==> src/rtl/csr_file.sv <==
// csr_file: LoongArch control/status register file and exception-commit unit.
//
// Holds CRMD, PRMD, ECFG, ESTAT, ERA, BADV, EENTRY and SAVE0-3. Optionally
// holds TID, TCFG, TVAL and TICLR. Software accesses these through csr_num,
// csr_we, csr_wmask and csr_wvalue. When an exception or ertn commits, the
// unit updates CRMD, PRMD, ESTAT, ERA and BADV. It also produces the
// front-end redirect targets and the pending-interrupt flag.
//
// Ports
//   clk, reset            single clock; asynchronous active-high reset
//   csr_num               CSR address for the read port and the write port
//   csr_rvalue            combinational read data (unimplemented -> 0)
//   csr_we/wmask/wvalue   masked software write
//   wb_ex, wb_ecode,      exception commit from the WB-stage encoder
//   wb_esubcode, wb_pc,
//   wb_vaddr
//   ertn_flush            ertn commit
//   hw_int_in, ipi_int_in interrupt lines, resampled into ESTAT.IS every cycle
//   has_int               CRMD.IE & |(ESTAT.IS & ECFG.LIE)
//   ex_entry, ertn_era    EENTRY and ERA, used for redirects
//
// Build option
//   CSR_TIMER_EN          when defined, TID/TCFG/TVAL/TICLR and the stable
//                         timer are built. Otherwise those addresses read 0,
//                         writes to them are ignored, and IS[11] is 0.
module csr_file #(
  parameter logic [31:0] CORE_ID = 32'd0
) (
  input  logic        clk,
  input  logic        reset,
  input  logic [13:0] csr_num,
  output logic [31:0] csr_rvalue,
  input  logic        csr_we,
  input  logic [31:0] csr_wmask,
  input  logic [31:0] csr_wvalue,
  input  logic        wb_ex,
  input  logic [5:0]  wb_ecode,
  input  logic [7:0]  wb_esubcode,
  input  logic [31:0] wb_pc,
  input  logic [31:0] wb_vaddr,
  input  logic        ertn_flush,
  input  logic [7:0]  hw_int_in,
  input  logic        ipi_int_in,
  output logic        has_int,
  output logic [31:0] ex_entry,
  output logic [31:0] ertn_era
);

  localparam logic [13:0] ADDR_CRMD   = 14'h000;
  localparam logic [13:0] ADDR_PRMD   = 14'h001;
  localparam logic [13:0] ADDR_ECFG   = 14'h004;
  localparam logic [13:0] ADDR_ESTAT  = 14'h005;
  localparam logic [13:0] ADDR_ERA    = 14'h006;
  localparam logic [13:0] ADDR_BADV   = 14'h007;
  localparam logic [13:0] ADDR_EENTRY = 14'h00C;
  localparam logic [13:0] ADDR_SAVE0  = 14'h030;
  localparam logic [13:0] ADDR_SAVE1  = 14'h031;
  localparam logic [13:0] ADDR_SAVE2  = 14'h032;
  localparam logic [13:0] ADDR_SAVE3  = 14'h033;
  localparam logic [13:0] ADDR_TID    = 14'h040;
  localparam logic [13:0] ADDR_TCFG   = 14'h041;
  localparam logic [13:0] ADDR_TVAL   = 14'h042;
  localparam logic [13:0] ADDR_TICLR  = 14'h044;

  localparam logic [5:0]  ECODE_ADEF  = 6'h08;
  localparam logic [5:0]  ECODE_ALE   = 6'h09;

  // Only the implemented bits are stored; all other bits read as zero.
  logic [4:0]  crmd;            // PG, DA, IE, PLV[1:0]
  logic [2:0]  prmd;            // PIE, PPLV[1:0]
  logic [12:0] ecfg_lie;        // bit 10 is held at 0
  logic [1:0]  is_sw;
  logic [7:0]  is_hw;
  logic        is_ipi;
  logic        is_timer;
  logic [12:0] estat_is;
  logic [5:0]  estat_ecode;
  logic [8:0]  estat_esubcode;
  logic [31:0] era;
  logic [31:0] badv;
  logic [25:0] eentry;
  logic [31:0] save0, save1, save2, save3;

  logic        sw_we;
  logic [31:0] wr_merged;

  assign estat_is = {is_ipi, is_timer, 1'b0, is_hw, is_sw};

`ifdef CSR_TIMER_EN
  logic [31:0] tid;
  logic [31:0] tcfg;
  logic [31:0] tval;
`endif

  // ---------------------------------------------------------------- read
  always_comb begin
    csr_rvalue = '0;
    case (csr_num)
      ADDR_CRMD:   csr_rvalue = {27'b0, crmd};
      ADDR_PRMD:   csr_rvalue = {29'b0, prmd};
      ADDR_ECFG:   csr_rvalue = {19'b0, ecfg_lie};
      ADDR_ESTAT:  csr_rvalue = {1'b0, estat_esubcode, estat_ecode, 3'b0, estat_is};
      ADDR_ERA:    csr_rvalue = era;
      ADDR_BADV:   csr_rvalue = badv;
      ADDR_EENTRY: csr_rvalue = {eentry, 6'b0};
      ADDR_SAVE0:  csr_rvalue = save0;
      ADDR_SAVE1:  csr_rvalue = save1;
      ADDR_SAVE2:  csr_rvalue = save2;
      ADDR_SAVE3:  csr_rvalue = save3;
`ifdef CSR_TIMER_EN
      ADDR_TID:    csr_rvalue = tid;
      ADDR_TCFG:   csr_rvalue = tcfg;
      ADDR_TVAL:   csr_rvalue = tval;
`endif
      default:     csr_rvalue = '0;
    endcase
  end

  // A software write is dropped when a commit happens in the same cycle.
  assign sw_we = csr_we & ~wb_ex & ~ertn_flush;

  // The masked merge uses the read-port value of the addressed register as
  // "old". Each register then keeps only its writable slice. Bits that read
  // as zero (ECFG bit 10) are cleared again explicitly.
  assign wr_merged = (csr_rvalue & ~csr_wmask) | (csr_wvalue & csr_wmask);

  assign has_int  = crmd[2] & (|(estat_is & ecfg_lie));
  assign ex_entry = {eentry, 6'b0};
  assign ertn_era = era;

  // ------------------------------------------------- architectural state
  always_ff @(posedge clk or posedge reset) begin
    if (reset) begin
      crmd           <= 5'h08;
      prmd           <= '0;
      ecfg_lie       <= '0;
      is_sw          <= '0;
      is_hw          <= '0;
      is_ipi         <= 1'b0;
      estat_ecode    <= '0;
      estat_esubcode <= '0;
      era            <= '0;
      badv           <= '0;
      eentry         <= '0;
      save0          <= '0;
      save1          <= '0;
      save2          <= '0;
      save3          <= '0;
    end else begin
      is_hw  <= hw_int_in;
      is_ipi <= ipi_int_in;
      if (wb_ex) begin
        prmd           <= crmd[2:0];
        crmd[2:0]      <= 3'b000;
        estat_ecode    <= wb_ecode;
        estat_esubcode <= {1'b0, wb_esubcode};
        era            <= wb_pc;
        if (wb_ecode == ECODE_ADEF)
          badv <= wb_pc;
        else if (wb_ecode == ECODE_ALE)
          badv <= wb_vaddr;
      end else if (ertn_flush) begin
        crmd[2:0] <= prmd;
      end else if (csr_we) begin
        case (csr_num)
          ADDR_CRMD:   crmd     <= wr_merged[4:0];
          ADDR_PRMD:   prmd     <= wr_merged[2:0];
          ADDR_ECFG:   ecfg_lie <= wr_merged[12:0] & 13'h1BFF;
          ADDR_ESTAT:  is_sw    <= wr_merged[1:0];
          ADDR_ERA:    era      <= wr_merged;
          ADDR_BADV:   badv     <= wr_merged;
          ADDR_EENTRY: eentry   <= wr_merged[31:6];
          ADDR_SAVE0:  save0    <= wr_merged;
          ADDR_SAVE1:  save1    <= wr_merged;
          ADDR_SAVE2:  save2    <= wr_merged;
          ADDR_SAVE3:  save3    <= wr_merged;
          default: ;
        endcase
      end
    end
  end

  // ------------------------------------------------------- stable timer
`ifdef CSR_TIMER_EN
  logic tcfg_wr;
  logic ticlr_wr;
  logic expire;

  assign tcfg_wr  = sw_we && (csr_num == ADDR_TCFG);
  assign ticlr_wr = sw_we && (csr_num == ADDR_TICLR) && wr_merged[0];
  assign expire   = tcfg[0] && (tval == 32'd0);

  always_ff @(posedge clk or posedge reset) begin
    if (reset) begin
      tid      <= CORE_ID;
      tcfg     <= '0;
      tval     <= '1;
      is_timer <= 1'b0;
    end else begin
      if (sw_we && (csr_num == ADDR_TID))
        tid <= wr_merged;

      if (tcfg_wr) begin
        tcfg <= wr_merged;
      end

      // A load from a TCFG write takes precedence over counting. A one-shot
      // expiry just decrements 0 to all-ones, where counting stops.
      if (tcfg_wr && wr_merged[0]) begin
        tval <= {wr_merged[31:2], 2'b00};
      end else if (tcfg[0] && (tval != '1)) begin
        if (expire && tcfg[1])
          tval <= {tcfg[31:2], 2'b00};
        else
          tval <= tval - 32'd1;
      end

      // Expiry wins over a same-cycle TICLR clear.
      if (expire)
        is_timer <= 1'b1;
      else if (ticlr_wr)
        is_timer <= 1'b0;
    end
  end
`else
  // CORE_ID only seeds TID; keep it referenced when the timer is absent.
  logic unused_core_id;
  assign unused_core_id = ^CORE_ID;
  assign is_timer = 1'b0;
`endif

endmodule

==> config.mk <==
export PLATFORM = sky130hd
export DESIGN_NAME = csr_file
export DESIGN_NICKNAME = d
export VERILOG_FILES = /design/src/rtl/csr_file.sv
export SDC_FILE = /design/constraint.sdc
export NUM_CORES = 1
export LEC_CHECK = 0
export BUFFER_PORTS_ARGS = -buffer_cell sky130_fd_sc_hd__buf_4
export CAP_MARGIN = 25
export CORE_ASPECT_RATIO = 0.9
export CORE_MARGIN = 2
export CORE_UTILIZATION = 55
export DETAILED_ROUTE_END_ITERATION = 8
export PLACE_DENSITY = 0.82
export SYNTH_ARGS = -nofsm -noshare
export SYNTH_HDL_FRONTEND = slang
export SYNTH_SLANG_ARGS = --single-unit
export TNS_END_PERCENT = 10
==> constraint.sdc <==
create_clock -name clk -period 24.8 [get_ports clk]
set_input_delay 4.96 -clock clk [delete_from_list [all_inputs] [get_ports clk]]
set_output_delay 4.96 -clock clk [all_outputs]
set_load 0.02 [all_outputs]
==> summary.md <==
| Metric | Value |
|---|---|
| Status | complete, no violations |
| Instance count on the critical path | 7 |
| Hold Fails Final Rpt | 0 |
| DR vias | around 14000 |
| Core box area | 25900 sq um |
| Avg Vias per Cell | around 6.8 |
| Clock Tree Root | clkbuf_16 |
| PwrDens | between 60 and 70 nW/um^2 |
| Gate power share | 12.5% |
| Fmax | around 0.08 GHz |
| Sequential fraction of the synthesis area | 45.5% |
| Mean Syn Cell Area | 9.75 sq um |
| Bufs on Longest Clock Path | 3 |
| Final min period | ~13000 ps |
| Asr flop ratio synth | 100% |
| Top cell type's share of synthesized area | 45.3% |
| First-pass GRT wire length | 79800 um |
| Critical Path Slowest Stage Cell | buf_4 |
| Flop and latch count out of synthesis | ~260 |
| Initial core utilization | 55.8% |
| Port Buffers | 260 |
| RD Place Congestion | 0.952 |
| Critical Path Sink | csr_rvalue[29] |
| Worst Path Arrival | 7580 ps |
| Initial antenna violation count | 3 |
| Critical path type | in2out |
| Crit path cell chain | buf_4 -> buf_4 -> mux4_2 -> a22o_1 -> nor2_1 -> nor2_1 -> buf_4 |
| First-iteration detailed-routing DRC count | 2098 |
| DP HPWL | ~36000 um |
| Worst reg2reg endpoint | save1[3]$_DFFE_PP0P_ |
| Top area cells in the synthesized netlist | dfrtp_1 (45%), nand2_1 (5.3%), mux4_2 (4.7%) |
| Sw Share | 25.6% |
| CTS clock-pin slew for the worst setup and hold paths | 60 ps |
| Final antenna-violating net count | 0 |
| Netlist Area Pre-Place | 14500 sq um |
| Die width | 175 um |
| Die height | 158 um |
| Die area | roughly 28000 sq um |
| FF-to-FF setup slack | ~23000 ps |
| Synth unique cells | 96 |
| TritonCTS Sinks | 263 |
| Startpoint type of the worst setup path | primary input |
| CP delay by family, top | buffers and inverters |
| Largest area contributor in the netlist | dfrtp_1 |
| Max VDD drop | 55.1 uV |
| Hold/Removal Path Class | reg2reg |
| P_int | ~0.8 mW |
| Top-count cell post-synth | dfrtp_1 |
| Residual DRC | 0 |
| Post_cts resized | 0 |
| Row cnt | 56 |
| Unrepaired setup endpoints after global routing | false |
| WL/cell | 25.6 um |
| CP endpoint kind | output port |
| Rel. slew slack | 23.6% |
| Final setup vio count | 0 |
| CP Buf/Inv Count | 3 |
| Worst-Margin Slew | 1140 ps |
| Clk_skew | 13.9 ps |
| P_sw | 0.271 mW |
| Final worst-path setup slack | around 12000 ps |
| Max Cap Viol | 0 |
| Max-slew violations | 0 |
| Layout cells sized above 1 | 27.6% |
| Synth top cells by count | dfrtp_1 (262), nand2_1 (203), o21ai_1 (123), a21oi_1 (85), o21ai_0 (81) |
| Dominant synthesized flop cell | dfrtp_1 |
| Htree depth | 1 |
| Cell area after layout | between 15000 and 20000 sq um |
| Nets@finish | between 1500 and 2000 |
| Final worst-path cycle share | 50.5% |
| Ports | about 270 |
| Leak | 7.57 nW |
| Post-layout util | 67.7% |
| Worst-skew pair later-pin latency | 560 ps |
| WP data required | 19840 ps |
| Largest net degree at the start of global routing | about 120 |
| Worst setup startpoint | csr_num[0] |
| Hold_buf cts | 0 |
| TNS Setup | 0 ps |
| Overall global routing resource usage | 37.7% |
| Placement Setup Slack | between 10000 and 15000 ps |
| Area grow syn2layout | 21.4% |
| Clock power share | 43.8% |
| First-pass detailed-route iteration total | 6 |
| CTS tree | built |
| Critical path's largest stage delay | 710 ps |
| Worst-path fanout max | 47 |
| Post-CTS Setup Bufs | 0 |
| Worst reg2reg path depth | 5 |
| Layout filler cell count | 2009 |
| Dpl cell area | 16500 sq um |
| Remaining global-route overflow | 0 |
| Flop pwr share | 43.7% |
| Hold Slack | 477 ps |
| Number of synthesized flops with an enable pin | 0 |
| Yosys warns | 0 |
| Vias in the first global route | 13500 |
| Post-Syn Instances | 1483 |
| Post-Route WL | ~53000 um |
| CTS buffer count | 28 |
| Reg-to-reg startpoint | save3[3]$_DFFE_PP0P_ |
| CP dominant cell by count | buf_4 |
[power by group through the flow]
stage          clock, mW  combinational (mW)  sequential, mW
6_report           0.463               0.132           0.462
5_1_grt            0.482               0.140           0.463
4_1_cts            0.463               0.130           0.461
3_5_place_dp           0               0.129           0.469
3_3_place_gp           0               0.126           0.468
2_1_floorplan          0              0.0692           0.470
[layout by cell type (no fill, tap or decap), types with 30 or more instances in the layout]
cell type,count
o21ai_1,123
mux4_2,30
nand3_1,72
buf_4,286
dfrtp_1,262
nor2_1,55
mux2_2,32
nand2_1,202
a21oi_1,85
o21ai_0,81
[stage by stage]
stage	std cells	power, mW
5_1_grt	2054	1.09
2_1_floorplan	1488	0.539
4_1_cts	2051	1.05
3_3_place_gp	1998	0.594
3_5_place_dp	1999	0.598
6_report	2054	1.06
[worst min-delay path, delay by kind of cell (launching register included)]
kind	cells	cell delay (ps)
AOI/OAI and AO/OA	1	50
and+or+nand+nor	1	50
DFF	1	340
[worst min path at each step]
stage / start / to / slack (ps) / cells after the start
final: save3[2]$_DFFE_PP0P_ / save3[2]$_DFFE_PP0P_ / 480 / 2
after global placement: save2[30]$_DFFE_PP0P_ / save2[30]$_DFFE_PP0P_ / 460 / 2
after global routing: save0[14]$_DFFE_PP0P_ / save0[14]$_DFFE_PP0P_ / 500 / 2
after CTS: save3[2]$_DFFE_PP0P_ / save3[2]$_DFFE_PP0P_ / 480 / 2
after floorplan: save3[1]$_DFFE_PP0P_ / save3[1]$_DFFE_PP0P_ / 440 / 2
after detailed placement: save3[2]$_DFFE_PP0P_ / save3[2]$_DFFE_PP0P_ / 460 / 2
[layout make-up]
type	instances	area (sq um)	share of cell area, %
Inverter	22	90.1	0.513
Sequential cell	263	6580	37.5
Antenna cell	1	2.50	0.0143
Multi-Input combinational cell	1080	7220	41.1
Clock inverter	12	203	1.15
Tap cell	348	435	2.48
Clock buffer	40	826	4.70
Timing Repair Buffer	288	2190	12.5
[kinds of logic (layout without fill, tap and decap cells)]
| logic type | after synthesis | after routing | synth area share [%] |
|---|---|---|---|
| buffers and inverters | 145 | 362 | 4.87 |
| muxes | 96 | 96 | 9.58 |
| DFF | 263 | 263 | 45.5 |
| and+or+nand+nor | 455 | 455 | 15.8 |
| AOI/OAI and AO/OA | 523 | 523 | 24.2 |
| other | 1 | 7 | 0.0259 |
[sequential cells by signal, summed over array words and instances, names as in the netlist]
register	cells
ecfg_lie	12
ertn_era	32
save0	32
prmd	3
eentry	26
estat_ecode	6
crmd	5
is_hw	8
is_ipi	1
estat_esubcode	8
save1	32
save3	32
is_sw	2
save2	32
badv	32
[metal layers]
layer  part of all wire [%]  wire (um)  GRT usage, %  up-vias
li1                       -          -             -     5931
met1                     38      19800          51.9     6751
met2                     43      22400          55.2     1101
met3                     14       7470          11.0      223
met4                    5.6       2940          17.7        2
met5                  0.027         14             0        -
(Power assumes the default switching activity.)
